**src/rtl/ps2_key_event_pkg.sv**
```systemverilog
// Shared constants and FSM encoding for the PS/2 key event stage.
package ps2_key_event_pkg;

  localparam logic [7:0] BRK_CODE_DEFAULT = 8'hF0;
  localparam logic [7:0] ASCII_UNKNOWN    = 8'h23;
  localparam logic [7:0] ASCII_CR         = 8'h0D;
  localparam logic [7:0] ASCII_BS         = 8'h08;

  typedef enum logic [1:0] {
    ST_IDLE   = 2'd0,
    ST_POP    = 2'd1,
    ST_SETTLE = 2'd2,
    ST_OUT    = 2'd3
  } state_t;

endpackage

```
**src/rtl/ps2_key_event.sv**
```systemverilog
// Pops bytes from the upstream FWFT ASCII FIFO, folds break prefixes into releases,
// optionally suppresses typematic repeats and emits key events on a valid/ready stream.
//
// state  | meaning
// IDLE   | wait for FIFO not empty, latch head byte
// POP    | pop strobe high, classify latched byte
// SETTLE | let upstream empty flag update after the pop
// OUT    | present event until consumer accepts it
module ps2_key_event
  import ps2_key_event_pkg::*;
#(
  parameter bit         SUPPRESS_REPEAT = 1'b1,
  parameter bit         EMIT_BREAK      = 1'b0,
  parameter logic [7:0] BRK_CODE        = BRK_CODE_DEFAULT
) (
  input  logic        clk,
  input  logic        rst,
  input  logic [31:0] fifo_status,
  input  logic [31:0] fifo_data,
  output logic        fifo_rd,
  output logic        key_valid,
  input  logic        key_ready,
  output logic [7:0]  key_data,
  output logic        key_brk,
  output logic [7:0]  drop_cnt
);

  state_t     state;
  logic [7:0] byte_q;
  logic [7:0] held;
  logic       held_vld;
  logic       brk_pend;
  logic       ev_pend;
  logic       ev_brk;

  // The full flag and upper data bits are deliberately not acted on.
  logic unused_bits;
  assign unused_bits = ^{fifo_status[31:1], fifo_data[31:8]};

  always_ff @(posedge clk) begin
    if (rst) begin
      state     <= ST_IDLE;
      fifo_rd   <= 1'b0;
      key_valid <= 1'b0;
      key_data  <= 8'h00;
      key_brk   <= 1'b0;
      drop_cnt  <= 8'h00;
      byte_q    <= 8'h00;
      held      <= 8'h00;
      held_vld  <= 1'b0;
      brk_pend  <= 1'b0;
      ev_pend   <= 1'b0;
      ev_brk    <= 1'b0;
    end else begin
      fifo_rd <= 1'b0;
      case (state)
        ST_IDLE: begin
          if (!fifo_status[0]) begin
            byte_q  <= fifo_data[7:0];
            fifo_rd <= 1'b1;
            state   <= ST_POP;
          end
        end

        ST_POP: begin
          ev_pend <= 1'b0;
          // A pending break consumes the next byte, even another break code.
          if (brk_pend) begin
            brk_pend <= 1'b0;
            if (held_vld && held == byte_q) held_vld <= 1'b0;
            if (EMIT_BREAK) begin
              ev_pend <= 1'b1;
              ev_brk  <= 1'b1;
            end
          end else if (byte_q == BRK_CODE) begin
            brk_pend <= 1'b1;
          end else if (SUPPRESS_REPEAT && held_vld && held == byte_q) begin
            if (drop_cnt != 8'hFF) drop_cnt <= drop_cnt + 8'd1;
          end else begin
            held     <= byte_q;
            held_vld <= 1'b1;
            ev_pend  <= 1'b1;
            ev_brk   <= 1'b0;
          end
          state <= ST_SETTLE;
        end

        ST_SETTLE: begin
          if (ev_pend) begin
            key_valid <= 1'b1;
            key_data  <= byte_q;
            key_brk   <= ev_brk;
            state     <= ST_OUT;
          end else begin
            state <= ST_IDLE;
          end
        end

        ST_OUT: begin
          if (key_ready) begin
            key_valid <= 1'b0;
            state     <= ST_IDLE;
          end
        end

        default: state <= ST_IDLE;
      endcase
    end
  end

endmodule

```
**config.mk**
```make
export PLATFORM = sky130hd
export DESIGN_NAME = ps2_key_event
export DESIGN_NICKNAME = d
export VERILOG_FILES = /design/src/rtl/ps2_key_event_pkg.sv /design/src/rtl/ps2_key_event.sv
export SDC_FILE = /design/constraint.sdc
export NUM_CORES = 1
export LEC_CHECK = 0
export CAP_MARGIN = 25
export CORE_ASPECT_RATIO = 0.5
export CORE_MARGIN = 2
export CORE_UTILIZATION = 30
export CTS_CLUSTER_DIAMETER = 80
export DETAILED_ROUTE_END_ITERATION = 12
export SLEW_MARGIN = 20
export SYNTH_ARGS = -nofsm -noshare
export SYNTH_HDL_FRONTEND = slang
export SYNTH_SLANG_ARGS = --single-unit
```
**constraint.sdc**
```tcl
create_clock -name clk -period 2.8 [get_ports clk]
set_input_delay 0.42 -clock clk [delete_from_list [all_inputs] [get_ports clk]]
set_output_delay 0.42 -clock clk [all_outputs]
set_load 0.02 [all_outputs]
```
# [Yosys cells after proc, flatten, opt, wreduce, memory -nomap -nowiden]
# Index checks and enable logic that the tools add are counted.
[classes] n_addsub=1 eq_ne=12 muxes=17 n_bitwise=5 reduce_logical=11
[ops] op="1-bit 2-to-1 mux" count=12
[ops] op="2-bit != test, second input constant" count=5
[ops] op="8-bit by 1-bit adder with 8-bit output, second input constant" count=1
[ops] op="8-bit equality test" count=1
[ops] op="8-bit equality test, second input constant" count=1
[ops] op="8-bit != test, second input constant" count=1
[ops] op="2-bit case mux with 4 select lines" count=1
[ops] op="4-bit AND reduction" count=2
[ops] op="2-bit 2-to-1 mux" count=3
[ops] op="2-bit AND reduction" count=3
[ops] op="1-bit NOT" count=5
[ops] op="5-bit AND reduction" count=1
[ops] op="2-bit equality test, second input constant" count=2
[ops] op="3-bit AND reduction" count=1
[ops] op="2-bit by 1-bit equality test with 1-bit output, second input constant" count=1
[ops] op="2-bit zero test" count=1
[ops] op="2-bit by 1-bit != test with 1-bit output, second input constant" count=1
[ops] op="1-bit case mux with 2 select lines" count=1
[ops] op="2-bit nonzero test" count=1
[ops] op="2-bit OR reduction" count=1
[ops] op="1-bit logical AND" count=1
[word_totals] reg_bits=39 output_inout_bits=19 elab_cells=56

# [Logic depth before layout (Yosys ltp)]
[logic_depth] depth_word=5 ltp_mapped=7 ltp_nobuf=5

# [Least setup slack after synthesis]
# No wires, ideal clock.
[synth_path] path_type="register to register" start="register drop_cnt[0]" end="register drop_cnt[5]" setup_ns=0.070 arrival_ns=1.644 t_required_ns=2.730 setup_slack_ns=1.085 stages_incl_launch_ff=6 n_path_buf=0 synth_period_minus_slack_ns=1.715 path_cell_list="dfxtp_1 > ha_1 > and3_1 > a31o_2 > or4_1 > a21oi_1"
[synth_between] elab_chain_cells=2
[synth_lines] item="from (decl)" line_no="ps2_key_event.sv:25" source="output logic [7:0] drop_cnt"
[synth_lines] item="from (signal assigned)" line_no="ps2_key_event.sv:78" source="if (drop_cnt != 8'hFF) drop_cnt <= drop_cnt + 8'd1;"
[synth_lines] item="parallel branches: the longest is 2 deep, another holds 8-bit by 1-bit adder with 8-bit output"
# Parallel ways; which one is timed is not known.
# A chain may end at the register's enable or synchronous reset.

# [Final worst setup path]
[layout_path] start="register byte_q[5]" end="register drop_cnt[4]"
[layout_between] elab_chain_cells=3
[layout_lines] item="from (decl)" line_no="ps2_key_event.sv:29" source="logic [7:0] byte_q;"
[layout_lines] item="from (signal assigned)" line_no="ps2_key_event.sv:59" source="byte_q <= fifo_data[7:0];"
[layout_lines] item="8-bit equality test, on equally long branches" line_no="ps2_key_event.sv:77, ps2_key_event.sv:75"
[layout_lines] item="1-bit logical AND or 1-bit NOT (tied branches)"
[layout_lines] item="5-bit AND reduction (no source line) (*)"
# Every way passes the cells marked *; elsewhere a longest branch is shown, timed or not.

==> flow_summary.ini <==
[status]
status = completed

[global_routing]
grt_usage = 0.123
grt_max_degree = 40
met2_usage = 0.188
grt_overflow = 0
use_met1 = 0.168
grt.busiest_layer = met2
antenna_found_initial = 0
grt_pass1_wl_um = 6020
first_global_vias = 1291
grt_util_met3 = 0.0309

[final_layout]
syn2layout_area_growth_pct = 29.5
final_layout_size_suffix_gt1_frac = 0.0848
diodes = 0
fillers = 563
fin_nets = 291
fin_area_um2 = 2190

[route]
vias_per_cell = 4.69
drc = 0
vias = 1394
wl_per_cell_um = 11.8
wl_um = 3520
drt-initial-drc-count = 50
postRouteAntennaNets = 0
drt_pass1_iterations = 4

[yosys]
ys_top_cells_by_area = dfxtp_1 46%, a21oi_1 9.5%, nand2_1 8.4%
synth_cells = 195
async_flop_share = 0
yosysUniqueCellTypes = 34
ys_seq_area_frac = 0.462
synth_nets = 263
yosys.area.top_type = dfxtp_1
synth_top_area_share = 0.462
ys_ff_latch = 39
synth_area_per_cell_um2 = 8.67
synth_common_cells = 39 x dfxtp_1, 38 x nand2_1, 32 x a21oi_1
yosysMostFrequentCell = dfxtp_1
yosysWarnings = 0
synth-edff-count = 0
synth_area_um2 = 1690
synth_flop_cell = dfxtp_1

[clocking]
clockRootBuffer = clkbuf_16
ctsHoldBuffers = 0
cts-resized-gates = 0
tritoncts = built
clk_latency_ns = 0.28
cts_sinks = 39
htree_levels = 2
cts_buffer_depth = 2
cts_buffers = 5
postCtsSetupBuffers = 0
clkTransAtPathRegs_ns = 0.06

[worst_setup_path]
crit_buf_inv = 0
cp-end-kind = flip-flop
reg2reg_slack_ns = 0.81
cp.arrival_ns = 2.21
slowest_stage = or4_1
cpPeakStageDelay_ns = 0.57
start_kind = flip-flop
crit_chain = xor2_1 -> nor4_4 -> nand3_2 -> or4_1 -> a21oi_1
cp.required_ns = 3.01
critPathMaxFanout = 14
reg2regPathDepth = 5
path_class = reg -> reg
reg2reg_from = byte_q[5]$_SDFFE_PP0P_
critPathTopFamily = simple AND/OR/NAND/NOR gates
regToRegEndpoint = drop_cnt[4]$_SDFFE_PP0P_

[placed_design]
dpl_cell_area_um2 = 2040
portBuffers = 29
place.gp.congestion = 0.742
dp_hpwl_um = 2530

[floorplanning]
die_area_um2 = 6290
num_io_pins = 86
die_w_um = 110
die_y_um = 57.1
rows = 19
initial_utilization = 0.309
core_um2 = 5470

[timing]
slew_viol_final = 0
setup_viol = 0
finClkSkew_ns = 0.0104
rsz0062_at_grt = no
hold_violations = 0
period_needed_ns = 1.99
max_freq_mhz = 502
finalSetupTns_ns = 0
period_share = 0.711

[power]
vdd_drop_max_mv = 0.335
cellLeakagePower_nw = 0.779
power.density_nw_per_um2 = 593

[run]
drv_cap = 0

[min_path]
min_path_type = reg -> reg
worstHoldStart = key_data[4]$_SDFFE_PP0P_
worst_hold_path.endpoint = key_data[4]$_SDFFE_PP0P_
hold_path_depth = 2
==> sequential cells by signal, summed over array words and instances, names as in the netlist <==
name and cells:
brk_pend 1, key_data 8, key_valid 1, held 8
drop_cnt 8, state 2, ev_pend 1, fifo_rd 1
held_vld 1, byte_q 8
==> worst max-delay path by stage <==
stage,from,endpoint,depth (start not counted)
after floorplan,drop_cnt[0]$_SDFFE_PP0P_,drop_cnt[5]$_SDFFE_PP0P_,5
after global placement,byte_q[5]$_SDFFE_PP0P_,drop_cnt[6]$_SDFFE_PP0P_,5
after detailed placement,byte_q[5]$_SDFFE_PP0P_,drop_cnt[6]$_SDFFE_PP0P_,5
after CTS,byte_q[5]$_SDFFE_PP0P_,drop_cnt[4]$_SDFFE_PP0P_,5
after global routing,byte_q[5]$_SDFFE_PP0P_,drop_cnt[6]$_SDFFE_PP0P_,5
final,byte_q[5]$_SDFFE_PP0P_,drop_cnt[4]$_SDFFE_PP0P_,5
==> cells by family after synthesis <==
kind of cell             count (synthesis)  synth area share
AO/OA/AOI/OAI                           45             0.158
XOR/XNOR                                 8            0.0415
adder cells (fa/ha/maj)                  1           0.00740
buffers and inverters                   13            0.0363
flip-flops                              39             0.462
multiplexers                             7            0.0415
other                                    1           0.00222
AND/OR/NAND/NOR                         81             0.251
==> report_power, final <==
group	internal [mW]	switching [mW]	total [mW]
Sequential	0.572	0.0213	0.594
Combinational	0.0583	0.0698	0.128
Clock	0.356	0.220	0.576
==> placed cells by master (no fill, tap or decap), types with 2 or more instances in the layout <==
master	netlist	layout
nand2b_1	2	2
nand3_1	6	6
clkbuf_16	0	5
inv_1	3	3
o21ai_0	2	2
mux2i_1	7	7
or4_1	6	6
o31ai_1	7	7
xor2_1	7	7
or3_1	3	3
buf_4	3	2
clkdlybuf4s50_1	0	29
nor2_1	13	13
a21oi_1	32	32
dfxtp_1	39	39
and3_1	3	3
nand2_1	38	38
==> layer usage <==
layer	wire, um	share of wire
met5	0	0
met3	102	0.029
met1	1760	0.50
met4	39	0.011
met2	1620	0.46
==> per-stage QoR <==
stage / total power, mW / hold slack (ns) / setup slack [ns] / util / std cells
2_1_floorplan: 0.695 / 0.444 / 1.09 / - / 195
3_3_place_gp: 0.733 / 0.448 / 0.860 / 0.373 / 289
3_5_place_dp: 0.736 / 0.449 / 0.836 / 0.373 / 289
4_1_cts: 1.32 / 0.457 / 0.811 / 0.400 / 297
5_1_grt: 1.36 / 0.484 / 0.588 / 0.400 / 297
6_report: 1.30 / 0.454 / 0.808 / 0.400 / 297
==> layout make-up <==
| cell class | instances | area [um2] | share of cell area |
|---|---|---|---|
| repair buffers | 31 | 305 | 0.139 |
| inverters | 3 | 11.3 | 0.00514 |
| well taps | 73 | 91.3 | 0.0417 |
| multi-input cells | 143 | 848 | 0.387 |
| clock inverters | 2 | 13.8 | 0.00629 |
| clock buffers | 6 | 139 | 0.0634 |
| flip-flops and latches | 39 | 781 | 0.357 |
==> tightest hold or removal path, delay by kind of cell (launching register included) <==
kind	cells	cell delay (ns)
compound gates	1	0.05
flops	1	0.30
simple gates	1	0.05
Power figures use the tool's default switching activity.
